==> src/rtl/sb_rx_deframer_if.sv <==
// Sideband receive bus: serial line in, de-framed payload bytes and frame strobes out.
// Latency: n/a (signal bundle only).
// Backpressure: none; the consumer must accept every strobe in the cycle it is asserted.
interface sb_rx_deframer_if #(
    parameter int MAX_PAYLOAD = 32
);
    localparam int CW = $clog2(MAX_PAYLOAD + 1);

    logic          sbrx;
    logic [7:0]    rx_byte;
    logic          rx_byte_valid;
    logic          frame_start;
    logic          frame_is_cmd;
    logic          frame_end;
    logic          frame_err;
    logic [CW-1:0] byte_count;

    modport master (
        input  sbrx,
        output rx_byte, rx_byte_valid, frame_start, frame_is_cmd,
               frame_end, frame_err, byte_count
    );

    modport slave (
        output sbrx,
        input  rx_byte, rx_byte_valid, frame_start, frame_is_cmd,
               frame_end, frame_err, byte_count
    );
endinterface

==> src/rtl/sb_rx_deframer.sv <==
// Sideband RX deframer: 10-bit UART symbols -> DLE/STX/ETX de-framed, de-stuffed payload bytes.
// Latency: strobes 1 cycle after the stop bit (10 cycles after the start bit).
// Backpressure: none; strobes are one cycle wide and must be consumed when asserted.
module sb_rx_deframer #(
    parameter int         MAX_PAYLOAD = 32,
    parameter logic [7:0] DLE         = 8'hFE,
    parameter logic [7:0] STX_CMD     = 8'h05,
    parameter logic [7:0] STX_RSP     = 8'h04,
    parameter logic [7:0] ETX         = 8'h40
) (
    input  logic               sb_clk,
    input  logic               rst,
    sb_rx_deframer_if.master   bus
);
    localparam int CW = $clog2(MAX_PAYLOAD + 1);

    typedef enum logic [1:0] {S_IDLE, S_DATA, S_STOP, S_WAIT} sym_state_t;
    typedef enum logic [1:0] {F_IDLE, F_DLE1, F_PAY, F_PAY_DLE} frm_state_t;

    sym_state_t    sym_state;
    logic [2:0]    bit_cnt;
    logic [7:0]    shreg;
    logic [7:0]    sym_byte;
    logic          sym_done;
    logic          sym_bad;

    frm_state_t    frm_state;
    logic [7:0]    rx_byte;
    logic          rx_byte_valid;
    logic          frame_start;
    logic          frame_is_cmd;
    logic          frame_end;
    logic          frame_err;
    logic [CW-1:0] byte_count;

    logic          emit_req;
    logic          at_max;

    // Symbol recovery: one sample per sb_clk, LSB first, stop must be high.
    always_ff @(posedge sb_clk or negedge rst) begin
        if (!rst) begin
            sym_state <= S_IDLE;
            bit_cnt   <= '0;
            shreg     <= '0;
            sym_byte  <= '0;
            sym_done  <= 1'b0;
            sym_bad   <= 1'b0;
        end else begin
            sym_done <= 1'b0;
            sym_bad  <= 1'b0;
            case (sym_state)
                S_IDLE: begin
                    if (!bus.sbrx) begin
                        sym_state <= S_DATA;
                        bit_cnt   <= '0;
                    end
                end
                S_DATA: begin
                    shreg <= {bus.sbrx, shreg[7:1]};
                    if (bit_cnt == 3'd7) begin
                        sym_state <= S_STOP;
                    end else begin
                        bit_cnt <= bit_cnt + 3'd1;
                    end
                end
                S_STOP: begin
                    sym_byte <= shreg;
                    if (bus.sbrx) begin
                        sym_done  <= 1'b1;
                        sym_state <= S_IDLE;
                    end else begin
                        sym_bad   <= 1'b1;
                        sym_state <= S_WAIT;
                    end
                end
                S_WAIT: begin
                    if (bus.sbrx) begin
                        sym_state <= S_IDLE;
                    end
                end
                default: sym_state <= S_IDLE;
            endcase
        end
    end

    // A stuffed DLE pair emits the DLE value itself, so the emitted byte is always sym_byte.
    always_comb begin
        emit_req = 1'b0;
        if (sym_done) begin
            emit_req = ((frm_state == F_PAY) && (sym_byte != DLE)) ||
                       ((frm_state == F_PAY_DLE) && (sym_byte == DLE));
        end
        at_max = (byte_count == CW'(MAX_PAYLOAD));
    end

    always_ff @(posedge sb_clk or negedge rst) begin
        if (!rst) begin
            frm_state     <= F_IDLE;
            rx_byte       <= '0;
            rx_byte_valid <= 1'b0;
            frame_start   <= 1'b0;
            frame_is_cmd  <= 1'b0;
            frame_end     <= 1'b0;
            frame_err     <= 1'b0;
            byte_count    <= '0;
        end else begin
            rx_byte_valid <= 1'b0;
            frame_start   <= 1'b0;
            frame_end     <= 1'b0;
            frame_err     <= 1'b0;
            if (sym_bad) begin
                if ((frm_state == F_PAY) || (frm_state == F_PAY_DLE)) begin
                    frame_err <= 1'b1;
                end
                frm_state <= F_IDLE;
            end else if (emit_req) begin
                if (at_max) begin
                    frame_err <= 1'b1;
                    frm_state <= F_IDLE;
                end else begin
                    rx_byte       <= sym_byte;
                    rx_byte_valid <= 1'b1;
                    byte_count    <= byte_count + CW'(1);
                    frm_state     <= F_PAY;
                end
            end else if (sym_done) begin
                case (frm_state)
                    F_IDLE: begin
                        if (sym_byte == DLE) frm_state <= F_DLE1;
                    end
                    F_DLE1: begin
                        if ((sym_byte == STX_CMD) || (sym_byte == STX_RSP)) begin
                            frm_state    <= F_PAY;
                            frame_start  <= 1'b1;
                            frame_is_cmd <= (sym_byte == STX_CMD);
                            byte_count   <= '0;
                        end else if (sym_byte != DLE) begin
                            frm_state <= F_IDLE;
                        end
                    end
                    F_PAY: begin
                        frm_state <= F_PAY_DLE;
                    end
                    F_PAY_DLE: begin
                        if (sym_byte == ETX) begin
                            frame_end <= 1'b1;
                        end else begin
                            frame_err <= 1'b1;
                        end
                        frm_state <= F_IDLE;
                    end
                    default: frm_state <= F_IDLE;
                endcase
            end
        end
    end

    assign bus.rx_byte       = rx_byte;
    assign bus.rx_byte_valid = rx_byte_valid;
    assign bus.frame_start   = frame_start;
    assign bus.frame_is_cmd  = frame_is_cmd;
    assign bus.frame_end     = frame_end;
    assign bus.frame_err     = frame_err;
    assign bus.byte_count    = byte_count;
endmodule

==> src/flat_wrapper.sv <==
// flat-port wrapper written by rule: the top's interface ports become plain ports
module sb_rx_deframer_flat 
#(
    parameter int         MAX_PAYLOAD = 32,
    parameter logic [7:0] DLE         = 8'hFE,
    parameter logic [7:0] STX_CMD     = 8'h05,
    parameter logic [7:0] STX_RSP     = 8'h04,
    parameter logic [7:0] ETX         = 8'h40
)
  (sb_clk, rst, bus_sbrx, bus_rx_byte, bus_rx_byte_valid, bus_frame_start, bus_frame_is_cmd, bus_frame_end, bus_frame_err, bus_byte_count);
  sb_rx_deframer_if #(.MAX_PAYLOAD(MAX_PAYLOAD)) bus_i ();
  input  logic sb_clk;
  input  logic rst;
  input wire logic [$bits(bus_i.sbrx)-1:0] bus_sbrx;
  output wire logic [$bits(bus_i.rx_byte)-1:0] bus_rx_byte;
  output wire logic [$bits(bus_i.rx_byte_valid)-1:0] bus_rx_byte_valid;
  output wire logic [$bits(bus_i.frame_start)-1:0] bus_frame_start;
  output wire logic [$bits(bus_i.frame_is_cmd)-1:0] bus_frame_is_cmd;
  output wire logic [$bits(bus_i.frame_end)-1:0] bus_frame_end;
  output wire logic [$bits(bus_i.frame_err)-1:0] bus_frame_err;
  output wire logic [$bits(bus_i.byte_count)-1:0] bus_byte_count;
  assign bus_i.sbrx = bus_sbrx;
  assign bus_rx_byte = bus_i.rx_byte;
  assign bus_rx_byte_valid = bus_i.rx_byte_valid;
  assign bus_frame_start = bus_i.frame_start;
  assign bus_frame_is_cmd = bus_i.frame_is_cmd;
  assign bus_frame_end = bus_i.frame_end;
  assign bus_frame_err = bus_i.frame_err;
  assign bus_byte_count = bus_i.byte_count;
  sb_rx_deframer #(.MAX_PAYLOAD(MAX_PAYLOAD), .DLE(DLE), .STX_CMD(STX_CMD), .STX_RSP(STX_RSP), .ETX(ETX)) u_core (.sb_clk(sb_clk), .rst(rst), .bus(bus_i));
endmodule
==> config.mk <==
export PLATFORM = sky130hd
export DESIGN_NAME = sb_rx_deframer_flat
export DESIGN_NICKNAME = d
export VERILOG_FILES = /design/src/rtl/sb_rx_deframer_if.sv /design/src/rtl/sb_rx_deframer.sv /design/src/flat_wrapper.sv
export SDC_FILE = /design/constraint.sdc
export NUM_CORES = 1
export LEC_CHECK = 0
export CAP_MARGIN = 10
export CORE_MARGIN = 4
export CORE_UTILIZATION = 45
export CTS_CLUSTER_DIAMETER = 100
export DETAILED_ROUTE_END_ITERATION = 8
export DONT_BUFFER_PORTS = 1
export PLACE_DENSITY = 0.59
export SETUP_SLACK_MARGIN = 0.2
export SLEW_MARGIN = 20
export SYNTH_ARGS = -nofsm -noshare
export SYNTH_HDL_FRONTEND = slang
export SYNTH_SLANG_ARGS = --single-unit
==> constraint.sdc <==
create_clock -name sb_clk -period 2.45 [get_ports sb_clk]
set_clock_uncertainty 0.2 [all_clocks]
set_input_delay 0.6125 -clock sb_clk [delete_from_list [all_inputs] [get_ports sb_clk]]
set_output_delay 0.6125 -clock sb_clk [all_outputs]
set_load 0.1 [all_outputs]
* Yosys cells after proc, flatten, opt, wreduce, memory -nomap -nowiden
Index checks and enable logic that the tools add are counted.
** Storage, ports and cells
- Bits in registers :: 44
- Latch bits :: 0
- Bits in writable memories :: 0
- Bits in read-only memories :: 0
- Bits of input ports :: 3
- Output and inout bits :: 19
- Word-level logic and storage cells :: 103
- Memories kept :: 0
** Cells by class
- $add $sub $neg :: 2
- Multiply operators :: 0
- Div/mod/pow operators :: 0
- Magnitude comparators :: 0
- Equal/unequal tests :: 20
- Shift-type cells :: 0
- Muxes and demuxes :: 46
- Bitwise logic cells :: 3
- Reductions and logical operators :: 18
** Operators with widths (number)
- two-way mux 6 bit :: 5
- two-way mux 1 bit :: 25
- two-way mux 2 bit :: 11
- equality test 8 x 3 -> 1 bit (second input constant) :: 2
- case mux 2 bit (4 select lines) :: 2
- AND reduction 3 bit :: 4
- AND reduction 5 bit :: 2
- equality test 2 bit (second input constant) :: 4
- equality test 8 x 7 -> 1 bit (second input constant) :: 1
- equality test 8 bit (second input constant) :: 1
- inequality test 2 bit (second input constant) :: 4
- inequality test 8 bit (second input constant) :: 1
- nonzero test 2 bit :: 4
- adder 6 x 1 -> 6 bit (second input constant) :: 1
- equality test 6 bit (second input constant) :: 1
- two-way mux 3 bit :: 2
- case mux 3 bit (2 select lines) :: 1
- inequality test 5 x 1 -> 1 bit (second input constant) :: 1
- equality test 2 x 1 -> 1 bit (second input constant) :: 2
- zero test 2 bit :: 2
- inequality test 4 x 1 -> 1 bit (second input constant) :: 1
- adder 3 x 1 -> 3 bit (second input constant) :: 1
- equality test 3 bit (second input constant) :: 1
- logical OR 1 bit :: 3
- 4 further kinds :: 7

* Logic depth before layout (Yosys ltp)
- Depth after elaboration :: 7
- Gate-level depth with buffers :: 8
- Depth with buffers taken out :: 7

* Worst setup path before layout
No wires, ideal clock.
- Kind :: reg-to-reg
- Start :: register u_core.byte_count[1] (netlist: u_core.bus.byte_count[1])
- End :: register u_core.rx_byte[3] (netlist: u_core.bus.rx_byte[3])
- Library setup time :: 0.126 ns
- Arrival :: 2.638 ns
- Data required time :: 2.124 ns
- Slack :: -0.514 ns
- Stages on the path, launching flop included :: 8
- Buffers on the path :: 1
- Period minus slack after synthesis :: 2.964 ns
- Path through :: dfrtp_1 inv_1 ha_1 nor4b_2 a211o_1 nor3b_4 buf_6 mux2_4
** On the way
- Word-level cells in the longest chain between the ends :: 3
** Ends and longest elaborated chain
- start, declared :: line sb_rx_deframer.sv:34 : logic [CW-1:0] byte_count;
- start signal, assigned :: line sb_rx_deframer.sv:123 : byte_count <= byte_count + CW'(1);
- equality test 6 bit :: line sb_rx_deframer.sv:93 : at_max = (byte_count == CW'(MAX_PAYLOAD));
- NOT 1 bit (no source line)
- AND reduction 3 bit (no source line)
- end signal, assigned :: line sb_rx_deframer.sv:121 : rx_byte <= sym_byte;
- end, declared :: line sb_rx_deframer.sv:28 : logic [7:0] rx_byte;
Every way passes these cells.
A chain may end at the register's enable or synchronous reset.

* Final worst setup path
- Start :: register u_core.byte_count[0] (netlist: u_core.bus.byte_count[0])
- End :: register u_core.rx_byte[0] (netlist: u_core.bus.rx_byte[0])
Same word-level chain as after synthesis.

==> impl_metrics.ini <==
[pwr]
power.density_nw_per_um2 = 868
p_leak_uw = 0.00103
irDropWorstVdd_v = 0.000450

[floorplan]
start_util = 0.481
rows = 23
placeableCoreArea_sq_um = 4120
ioPinCount = 22
die_x_microns = 74.3
die_h_microns = 74.3
dieArea_sq_um = 5520

[route]
ant_nets = 0
wl_mm = 3.74
dr_total_vias = 1270
drcViolationCount = 0
routedWlPerCell_microns = 16.2
drt-pass1-iter-count = 4
drt_iter0_markers = 72
via_per_inst = 5.50

[setup_path]
cp.required_ps = 2420
cp_max_fo = 18
reg2reg_depth = 7
crit_type = register to register
critPathCaptureType = register
cp-start-kind = register
cp.arrival_ps = 2120

[sta]
period_share = 0.878
slew_violations = 0
worst_slew_pin_slew_ps = 915
hold_ws_ps = 178
rsz0062_at_grt = no
fin_tns_setup_ps = 0
min_period_ps = 2150
maxSlewHeadroom = 0.390
max_freq_mhz = 465
finalSetupViolations = 0
worst_slack_ps = 299
hold_violations = 0

[clock_tree]
post-cts-setup-buffers = 0
cts_buffer_depth = 2
htree_levels = 2
clk_latency_ps = 290
cts_tree = built
root_buffer = clkbuf_8
cts_buffers = 5
cts_sinks = 44
clk_transition_reported_paths_ps = 80

[yosys]
synth_top_area_cell = dfrtp_1
yosysTopAreaCellShare = 0.557
ys_types = 39
ys.flop_type = dfrtp_1
synthCells = 161
yosysSeqAreaShare = 0.557
synth_area_sq_um = 1980
synth_area_leaders = dfrtp_1 (56%), mux2_2 (14%), ha_1 (2.5%)
synth_nets = 168
yosysWarnings = 0
synth-seq-cells = 44
synth.avg_cell_area_sq_um = 12.3
synth_edf_count = 0
async_flop_share = 1.00

[placed_design]
gp_congestion = 0.786
post-place-ws_ps = 314
placedCellCount = 221
dp_hpwl_mm = 2.72
port_buffers = 0

[global_route]
track_usage = 0.154
antenna_found_initial = 0
gr-total-overflow = 0
grt_max_degree = 45
grt_pass1_wl_mm = 6.42
grt_pass1_vias = 1306

[job]
cap_viol_max_count = 0

[min_path]
hold_path.class = primary input to register
hold-path-cell-count = 1

[layout]
nNetsFinal = 187
antennaDiodeCount = 0
drive_above_1_share = 0.315
final_util = 0.551
fillCellCount = 357
layout.cells.non_filler = 231
syn_to_final_growth_pct = 14.6

[run_status]
status = finished clean
synthesized netlist by cell type (2+ instances only):
master / n
nor3_1: 5
nand3b_1: 4
inv_1: 5
nand2_1: 12
mux2_2: 24
dfrtp_1: 44
mux2i_1: 2
a21o_1: 2
nor2b_1: 3
o31ai_1: 2
nand3_1: 5
ha_1: 4
nor4b_1: 2
nand2b_1: 4
o211ai_1: 2
a22oi_1: 3
clkbuf_1: 2
nor2_1: 5
a21oi_1: 5
o21ai_0: 7
repair_timing:
action,in CTS,in global routing
gates resized for setup,0,1
endpoints found under the hold margin,44,0
setup endpoints to repair,0,2
hold buffers,2,0
cell usage in the layout (no fill, tap or decap), types with 2 or more instances in the layout:
| cell type | count |
|---|---|
| ha_1 | 3 |
| clkbuf_8 | 6 |
| o31ai_1 | 2 |
| nand2b_1 | 4 |
| dfrtp_1 | 39 |
| dfrtp_4 | 2 |
| dfrtp_2 | 3 |
| nand2_1 | 12 |
| nor3_1 | 4 |
| mux2_2 | 24 |
| a22oi_1 | 3 |
| nand3_1 | 5 |
| clkbuf_1 | 2 |
| inv_1 | 3 |
| buf_4 | 13 |
| nor4b_1 | 2 |
| a21oi_1 | 5 |
| o211ai_1 | 2 |
| mux2i_1 | 2 |
| o21ai_0 | 7 |
| nor2_1 | 5 |
| inv_2 | 2 |
| nand3b_1 | 4 |
| a21o_1 | 2 |
| nor2b_1 | 3 |
where the power goes:
part	total [uW]	switching, uW	internal [uW]
Combinational	458	198	260
Clock	453	223	230
Sequential	1060	159	898
layer usage:
metal	track usage	routed length, microns
met5	0	0
met4	0.0474	21
met3	0.0541	168
met2	0.255	1920
met1	0.192	1640
sequential cells by signal, summed over array words and instances (netlist names), 2 cells and up:
signal	cells
u_core.bit_cnt	3
u_core.bus.byte_count	6
u_core.bus.rx_byte	8
u_core.frm_state	2
u_core.shreg	8
u_core.sym_byte	8
u_core.sym_state	2
cell type report:
class                      count  area (sq um)  area share
timing repair buffer          15           128      0.0563
inverter                       5          18.8     0.00828
clock buffer                   8          90.1      0.0397
tap                           50          62.6      0.0276
multi-input combinational    109           856       0.377
sequential                    44          1110       0.491
worst max-delay path, stage by stage, from the launching register on:
cell	delay (ps)
dfrtp_4	410
inv_2	40
ha_2	170
nor4b_4	130
a211o_1	290
nor3b_4	160
buf_4	260
mux2_2	360
through the flow:
stage          cell area [sq um]  total power [uW]
3_3_place_gp                2140              1470
6_report                    2270              1970
3_5_place_dp                2140              1520
5_1_grt                     2270              2110
2_1_floorplan               2000              1400
4_1_cts                     2260              1990
kinds of logic (layout without fill, tap and decap cells):
logic type | count (synthesis) | after routing | share of synthesized area
multiplexers | 27 | 27 | 0.154
AND/OR/NAND/NOR | 53 | 53 | 0.165
flip-flops | 44 | 44 | 0.557
buffers and inverters | 8 | 28 | 0.0190
adder cells (fa/ha/maj) | 4 | 4 | 0.0253
AO/OA/AOI/OAI | 25 | 25 | 0.0797
worst paths after layout:
kind | startpoint | endpoint | slack, ps
worst max-delay path | u_core.bus.byte_count[0] | u_core.bus.rx_byte[0] | 300
worst min-delay path | bus_sbrx | u_core.sym_bad | 180
worst max register to register | u_core.bus.byte_count[0] | u_core.bus.rx_byte[0] | 300
worst min register to register | u_core.shreg[0] | u_core.sym_byte[0] | 320
max in group asynchronous | rst | u_core.bus.byte_count[1] | 1240
min in group asynchronous | rst | u_core.bus.byte_count[5] | 590
Power figures use the tool's default switching activity.
